### src/rtl/fluxo_dados_drone.sv
// Datapath for the drone game: button edge detection, position and step registers,
// obstacle lookup, lives bookkeeping and the mode-dependent timeout counter.
module fluxo_dados_drone #(
  parameter int TEMPO_LENTO  = 5000,
  parameter int TEMPO_RAPIDO = 2500
) (
  input  logic       clock,
  input  logic       reset,
  input  logic       zeraPosicoes,
  input  logic       zeraT,
  input  logic       contaT,
  input  logic       escolhe_modo,
  input  logic       escolhe_vida,
  input  logic       resetaVidas,
  input  logic       desloca,
  input  logic       atualiza,
  input  logic       checa_colisao,
  input  logic [1:0] botoes,
  input  logic       modo_sel,
  input  logic [1:0] vidas_sel,
  output logic       timeout,
  output logic       fim_mapa,
  output logic       colisao,
  output logic       borda_movimento,
  output logic [2:0] db_altura,
  output logic [3:0] db_passo,
  output logic [1:0] db_vidas,
  output logic       db_modo
);

  localparam logic [15:0] LIM_LENTO  = 16'(TEMPO_LENTO - 1);
  localparam logic [15:0] LIM_RAPIDO = 16'(TEMPO_RAPIDO - 1);
  localparam logic [2:0]  ALTURA_INICIAL = 3'd3;

  logic        modo_reg,   modo_next;
  logic [1:0]  vidas_reg,  vidas_next;
  logic [2:0]  altura_reg, altura_next;
  logic [3:0]  passo_reg,  passo_next;
  logic [15:0] tempo_reg,  tempo_next;
  logic        dir_reg,    dir_next;
  logic [1:0]  b_s1_reg, b_s2_reg, b_prev_reg;

  logic [1:0]  nova;
  logic        obst_valid;
  logic [2:0]  obst_altura;
  logic        acerto;
  logic        perde_vida;
  logic [15:0] limite_m1;

  // Rising edges only; a simultaneous press of both buttons is ambiguous and ignored.
  assign nova            = b_s2_reg & ~b_prev_reg;
  assign borda_movimento = desloca & ((nova == 2'b10) | (nova == 2'b01));

  // Obstacle map: blocked height for each column, first and last columns free.
  always_comb begin
    obst_valid  = 1'b1;
    obst_altura = 3'd0;
    case (passo_reg)
      4'd0:    obst_valid  = 1'b0;
      4'd1:    obst_altura = 3'd4;
      4'd2:    obst_altura = 3'd2;
      4'd3:    obst_altura = 3'd6;
      4'd4:    obst_altura = 3'd1;
      4'd5:    obst_altura = 3'd4;
      4'd6:    obst_altura = 3'd0;
      4'd7:    obst_altura = 3'd7;
      4'd8:    obst_altura = 3'd3;
      4'd9:    obst_altura = 3'd5;
      4'd10:   obst_altura = 3'd2;
      4'd11:   obst_altura = 3'd6;
      4'd12:   obst_altura = 3'd1;
      4'd13:   obst_altura = 3'd4;
      4'd14:   obst_altura = 3'd3;
      default: obst_valid  = 1'b0;
    endcase
  end

  assign acerto     = obst_valid & (altura_reg == obst_altura);
  assign colisao    = checa_colisao & acerto & (vidas_reg == 2'd1);
  assign perde_vida = checa_colisao & acerto & (vidas_reg > 2'd1);

  assign limite_m1 = modo_reg ? LIM_RAPIDO : LIM_LENTO;
  assign timeout   = (tempo_reg >= limite_m1);
  assign fim_mapa  = (passo_reg == 4'd15);

  always_comb begin
    modo_next = modo_reg;
    if (escolhe_modo)
      modo_next = modo_sel;
  end

  always_comb begin
    vidas_next = vidas_reg;
    if (resetaVidas)
      vidas_next = 2'd1;
    else if (escolhe_vida)
      vidas_next = (vidas_sel == 2'd0) ? 2'd1 : vidas_sel;
    else if (perde_vida)
      vidas_next = vidas_reg - 2'd1;
  end

  always_comb begin
    dir_next = dir_reg;
    if (borda_movimento)
      dir_next = nova[1];
  end

  // Movement uses the direction latched before this edge, saturating at both ends.
  always_comb begin
    altura_next = altura_reg;
    passo_next  = passo_reg;
    if (zeraPosicoes) begin
      altura_next = ALTURA_INICIAL;
      passo_next  = 4'd0;
    end else if (atualiza) begin
      if (dir_reg)
        altura_next = (altura_reg == 3'd7) ? 3'd7 : altura_reg + 3'd1;
      else
        altura_next = (altura_reg == 3'd0) ? 3'd0 : altura_reg - 3'd1;
      passo_next = (passo_reg == 4'd15) ? 4'd15 : passo_reg + 4'd1;
    end
  end

  always_comb begin
    tempo_next = tempo_reg;
    if (zeraT)
      tempo_next = 16'd0;
    else if (contaT && (tempo_reg < limite_m1))
      tempo_next = tempo_reg + 16'd1;
  end

  always_ff @(posedge clock or posedge reset) begin
    if (reset) begin
      modo_reg   <= 1'b0;
      vidas_reg  <= 2'd1;
      altura_reg <= ALTURA_INICIAL;
      passo_reg  <= 4'd0;
      tempo_reg  <= 16'd0;
      dir_reg    <= 1'b0;
      b_s1_reg   <= 2'b00;
      b_s2_reg   <= 2'b00;
      b_prev_reg <= 2'b00;
    end else begin
      modo_reg   <= modo_next;
      vidas_reg  <= vidas_next;
      altura_reg <= altura_next;
      passo_reg  <= passo_next;
      tempo_reg  <= tempo_next;
      dir_reg    <= dir_next;
      b_s1_reg   <= botoes;
      b_s2_reg   <= b_s1_reg;
      b_prev_reg <= b_s2_reg;
    end
  end

  assign db_altura = altura_reg;
  assign db_passo  = passo_reg;
  assign db_vidas  = vidas_reg;
  assign db_modo   = modo_reg;

endmodule

### config.mk
export PLATFORM = sky130hd
export DESIGN_NAME = fluxo_dados_drone
export DESIGN_NICKNAME = d
export VERILOG_FILES = /design/src/rtl/fluxo_dados_drone.sv
export SDC_FILE = /design/constraint.sdc
export NUM_CORES = 1
export LEC_CHECK = 0
export BUFFER_PORTS_ARGS = -buffer_cell sky130_fd_sc_hd__buf_2
export CORE_MARGIN = 1.5
export CORE_UTILIZATION = 35
export DETAILED_ROUTE_END_ITERATION = 8
export GPL_TIMING_DRIVEN = 1
export PLACE_DENSITY = 0.52
export SYNTH_ARGS = -nofsm -noshare
export SYNTH_HDL_FRONTEND = slang
export SYNTH_SLANG_ARGS = --single-unit
### constraint.sdc
create_clock -name clock -period 2.6 [get_ports clock]
set_input_delay 0.39 -clock clock [delete_from_list [all_inputs] [get_ports clock]]
set_output_delay 0.39 -clock clock [all_outputs]
set_load 0.05 [all_outputs]
== After elaboration in Yosys (flattened, before gate mapping) ==
Cells that the tools add are included.

* Memory bits (read-only): 0
* Logic and storage cells: 74
* Bits in latches: 0
* Input port bits: 16
* Bits in registers: 33
* RAM bits: 0
* Memories kept: 0
* Output and inout port bits: 14

* Reductions and logical operators: 12
* Bitwise operators: 8
* Multiplexer cells: 17
* $mul: 0
* Add/sub/neg operators: 5
* Divide/modulo/power cells: 0
* Shift-type cells: 0
* Equal/unequal tests: 20
* Magnitude comparators: 3

{| class="wikitable"
|+ Operators with widths
! operator !! number
|-
| 4-bit == test, second input constant || 8
|-
| 16-bit two-way mux || 2
|-
| 3-bit one-hot mux with 7 select lines || 1
|-
| 16-bit by 1-bit adder with 16-bit output, second input constant || 1
|-
| 4-bit by 3-bit == test with 1-bit output, second input constant || 4
|-
| 16-bit by 13-bit >= comparator with 1-bit output || 1
|-
| 16-bit by 13-bit less-than comparator with 1-bit output || 1
|-
| 3-bit two-way mux || 5
|-
| 14-bit OR reduction || 1
|-
| 13-bit two-way mux || 1
|-
| 4-bit two-way mux || 3
|-
| 4-bit by 2-bit == test with 1-bit output, second input constant || 2
|-
| 2-bit two-way mux || 4
|-
| 2-bit OR reduction || 4
|-
| 1-bit bitwise AND || 5
|-
| 4-bit by 1-bit adder with 4-bit output, second input constant || 1
|-
| 2-bit by 1-bit == test with 1-bit output, second input constant || 2
|-
| 4-bit by 1-bit == test with 1-bit output, second input constant || 1
|-
| 2-bit nonzero test || 2
|-
| 3-bit by 1-bit adder with 3-bit output, second input constant || 1
|-
| 3-bit == test || 1
|-
| 3-bit == test, second input constant || 1
|-
| 3-bit logical NOT || 1
|-
| 3-bit nonzero test || 1
|-
| 11 further kinds || 11
|}

== Logic depth before layout (Yosys ltp) ==
* Depth after elaboration: 10
* Mapped depth: 9

== Worst setup path before layout ==
No wires, ideal clock.

* Kind: register to output
* Start: reg passo_reg[0] (netlist: db_passo[0])
* End: out colisao
* Setup slack: -0.541 ns
* Data arrival time: 2.751 ns
* Cell stages (with the launch flop): 8
* Cells stage by stage: dfrtp_1 > inv_1 > ha_1 > or4_1 > o311ai_0 > xnor2_1 > o2111ai_1 > nor2_1

* Word-level cells in the longest chain between the ends: 7
* Elaborated cells on any way between the ends: 26
* Those cells by class: eq/ne: 15; mux: 2; bitwise: 3; reduce/logical: 6

{| class="wikitable"
|+ RTL lines
! element !! line !! source
|-
| from (decl) || 38 || <nowiki>logic [3:0] passo_reg, passo_next;</nowiki>
|-
| from (signal assigned) || 147 || <nowiki>passo_reg <= passo_next;</nowiki>
|-
| 4-bit == test, or another cell as far along || 58 || <nowiki>case (passo_reg)</nowiki>
|-
| 3-bit OR reduction (no source line) or 2-bit OR reduction (tied branches) || -- ||
|-
| 3-bit one-hot mux with 7 select lines || 58 ||
|-
| 3-bit == test || 78 || <nowiki>assign acerto = obst_valid & (altura_reg == obst_altura);</nowiki>
|-
| 1-bit bitwise AND * || 78 ||
|-
| 1-bit bitwise AND * (2 in a row) || 79 || <nowiki>assign colisao = checa_colisao & acerto & (vidas_reg == 2'd1);</nowiki>
|-
| to (decl) || 23 || <nowiki>output logic colisao,</nowiki>
|}

Mark *: on every way between the ends. The rest lies on a longest branch, timed or not.

== Final worst setup path ==
* Start: reg passo_reg[1] (netlist: db_passo[1])
* End: out colisao

The elaborated chain is that of the path after synthesis.

==> results.md <==
* Status: complete, no violations
* Cell area after synthesis at slightly below 2000 sq um
* Largest net degree at the start of global routing at 21
* Setup_tns at 0 ns
* Via count at about 1600
* Slowest cell delay on critical path at roughly 0.43 ns
* Max-slew violations at 0
* Initial Util at 0.370
* Layout cells sized above 1 at 0.304
* First-pass GRT wire length at ~6900 um
* TritonRoute pass-1 iters at 7
* DR vias/cell at 5.09
* Crit path buf inv count at 2
* DIE AREA at roughly 6000 sq um
* DRT iter0 DRCs at 39
* Post-synth top area cell: dfrtp_1
* Async SR Flop Fraction at 1.00
* CTS tree: yes
* RSZ-0062 raised after global routing: yes
* Worst path top cell family by delay: simple AND/OR/NAND/NOR gates
* Die height at a little under 80 um
* Detail Route Antenna Nets at 0
* Synth Instances at between 150 and 200
* Clock root buffer: clkbuf_8
* Layout Skew at 0.00758 ns
* Worst skew pair latency at between 0.2 and 0.3 ns
* Worst-Margin Slew at ~0.74 ns
* Clk buf depth at 2
* Sink Count at 33
* Final setup margin at slightly below 0.04 ns
* DP Wirelength at approximately 2900 um
* Netlist cell types at 49
* Num rows at 26
* CP arrival at 2.17 ns
* Hold Slack at approximately 0.22 ns
* CP startpoint kind: flip-flop
* Worst-path cell chain: buf_4 > ha_2 > or4_4 > o311ai_4 > xnor2_2 > o2111ai_4 > nor2_4 > buf_8
* Port bufs at 29
* Minimum clock period at approximately 2.6 ns
* Post-Route WL at 4000 um
* Peak VDD IR at ~0.19 mV
* Clk slew on worst S/H paths at ~0.070 ns
* Total GRT Usage at 0.143
* N_diodes at 0
* Initial antenna violation count at 0
* DRC Markers at 0
* Yosys Warn Count at 0
* Final Hold Viols at 0
* Placed insts at ~300
* F_max at between 0.3 and 0.4 GHz
* Critical setup path kind: flip-flop to primary output
* Core area at 5200 sq um
* TritonCTS buffer count at 5
* Congestion Overflow GR at 0
* Post-synth top area share at 0.390
* PD cells at between 400 and 500 nW/um^2
* Post-route insts no fill at 307
* Max-cap violations at 0
* Critical path's slowest cell: dfrtp_2
* Hold Path Class: input pin to flip-flop
* Utilization after layout at 0.466
* Syn avg cell area at approximately 10 sq um
* Layout Nets at 269
* I/O Pins at 30
* Register bit total from synthesis at 33
* Critical Path RT at 2.21 ns
* Prevailing post-synth register cell: dfrtp_1
* Setup Viol. Count Final at 0
* Die width at between 70 and 80 um
* Post-place setup slack at ~0.073 ns
* Max reg flops at 16
* Mapped Nets at 226
* Final worst-path cycle share at 0.985
* Syn-to-layout area delta at 26.0%
* Top post-synthesis cells by area: dfrtp_1 (39%), ha_1 (11%), dfstp_2 (4.1%)
* Routed len/inst at between 10 and 15 um
* Worst Path Max Fanout at 4
* Slew margin rel. at 0.504
* H-tree levels at 2
* GP Congestion at approximately 0.84
* Post-synth EDFFs at 0
* Number of global-route vias before repair at between 1000 and 1500
* Seq/Total Area, Yosys at 0.431
* Crit. End Element: primary output
* Reported leakage power at between 1 and 1.5 nW
-- worst paths after layout --
kind | from | end | cells past startpoint | slack (ns)
max | db_passo[1] | colisao | 8 | 0.04
min | botoes[0] | b_s1_reg[0] | 1 | 0.22
max reg2reg | db_passo[1] | db_vidas[0] | 9 | 0.12
min reg2reg | b_s1_reg[0] | b_s2_reg[0] | 0 | 0.35
max in group asynchronous | reset | db_passo[1] | 3 | 1.71
min in group asynchronous | reset | tempo_reg[4] | 2 | 0.23
-- power by group --
part	leakage, nW	total (W)	switching [W]	internal (W)
logic	0.639	0.000234	0.000145	0.0000893
registers	0.425	0.000568	0.0000282	0.000540
clock network	0.0455	0.000395	0.000179	0.000216
total	1.11	0.00120	0.000353	0.000845
-- synth_stat cells, types with 2 or more instances --
master / instances
dfrtp_1: 30
ha_1: 17
inv_1: 16
nor2_1: 14
o21ai_0: 13
nand2_1: 12
a21oi_1: 9
or3_1: 7
nand4_1: 5
nor2b_1: 5
nor3_1: 5
xor2_1: 5
nand3_1: 4
xnor2_1: 4
a211oi_1: 3
a31oi_1: 3
dfstp_2: 3
and4_1: 2
mux2i_1: 2
nand2b_1: 2
o2111ai_1: 2
o311ai_0: 2
or4_1: 2
-- placed cells by master (no fill, tap or decap), types with 4 or more instances in the layout --
cell / count
xor2_1: 5
o21ai_0: 13
buf_4: 11
buf_2: 28
nor2b_1: 5
nor3_1: 5
ha_1: 14
or3_1: 7
dfrtp_1: 27
clkbuf_8: 6
a21oi_1: 9
nand2_1: 12
nand3_1: 4
inv_1: 14
nor2_1: 13
nand4_1: 5
-- kinds of logic (layout without fill, tap and decap cells) --
kind of cell    count (synthesis)  after routing  synth area share
compound gates                 42             42             0.143
xor+xnor                        9              9            0.0410
fa+ha+maj                      17             17             0.111
buf+inv                        20             64            0.0468
flops                          33             33             0.431
mux                             2              2            0.0104
simple gates                   70             70             0.217
-- worst register-to-register path: cells and delay by family (launching register included) --
family	cells	cell delay, ns
fa+ha+maj	1	0.18
buf+inv	2	0.33
simple gates	2	0.90
compound gates	3	0.40
xor+xnor	1	0.16
flops	1	0.43
-- repair_timing --
item                       CTS  global route
pin swaps                    4             3
gates resized for setup     11             9
hold buffers                 0             0
setup endpoints to repair    1             1
setup buffers                2             2
-- per-layer routing --
metal / wire, um / track usage / up-vias
li1: - / - / 781
met1: 1900 / 0.182 / 759
met2: 1930 / 0.236 / 18
met3: 124 / 0.0357 / 5
met4: 43 / 0.0436 / 0
met5: 0 / 0 / -
-- per-stage QoR --
stage	area [sq um]	total power (W)
CTS	2340	0.00119
floorplan	1940	0.000719
finish	2420	0.00120
global route	2420	0.00127
global placement	2200	0.000778
detailed placement	2200	0.000778
-- cell type report --
cell class | count | area (sq um)
tap | 70 | 87.6
clock buffer | 8 | 90.1
timing repair buffer | 40 | 238
fill | 503 | 2780
inverter | 16 | 60.1
multi-input combinational | 140 | 1120
sequential | 33 | 833
Power figures use the tool's default switching activity.
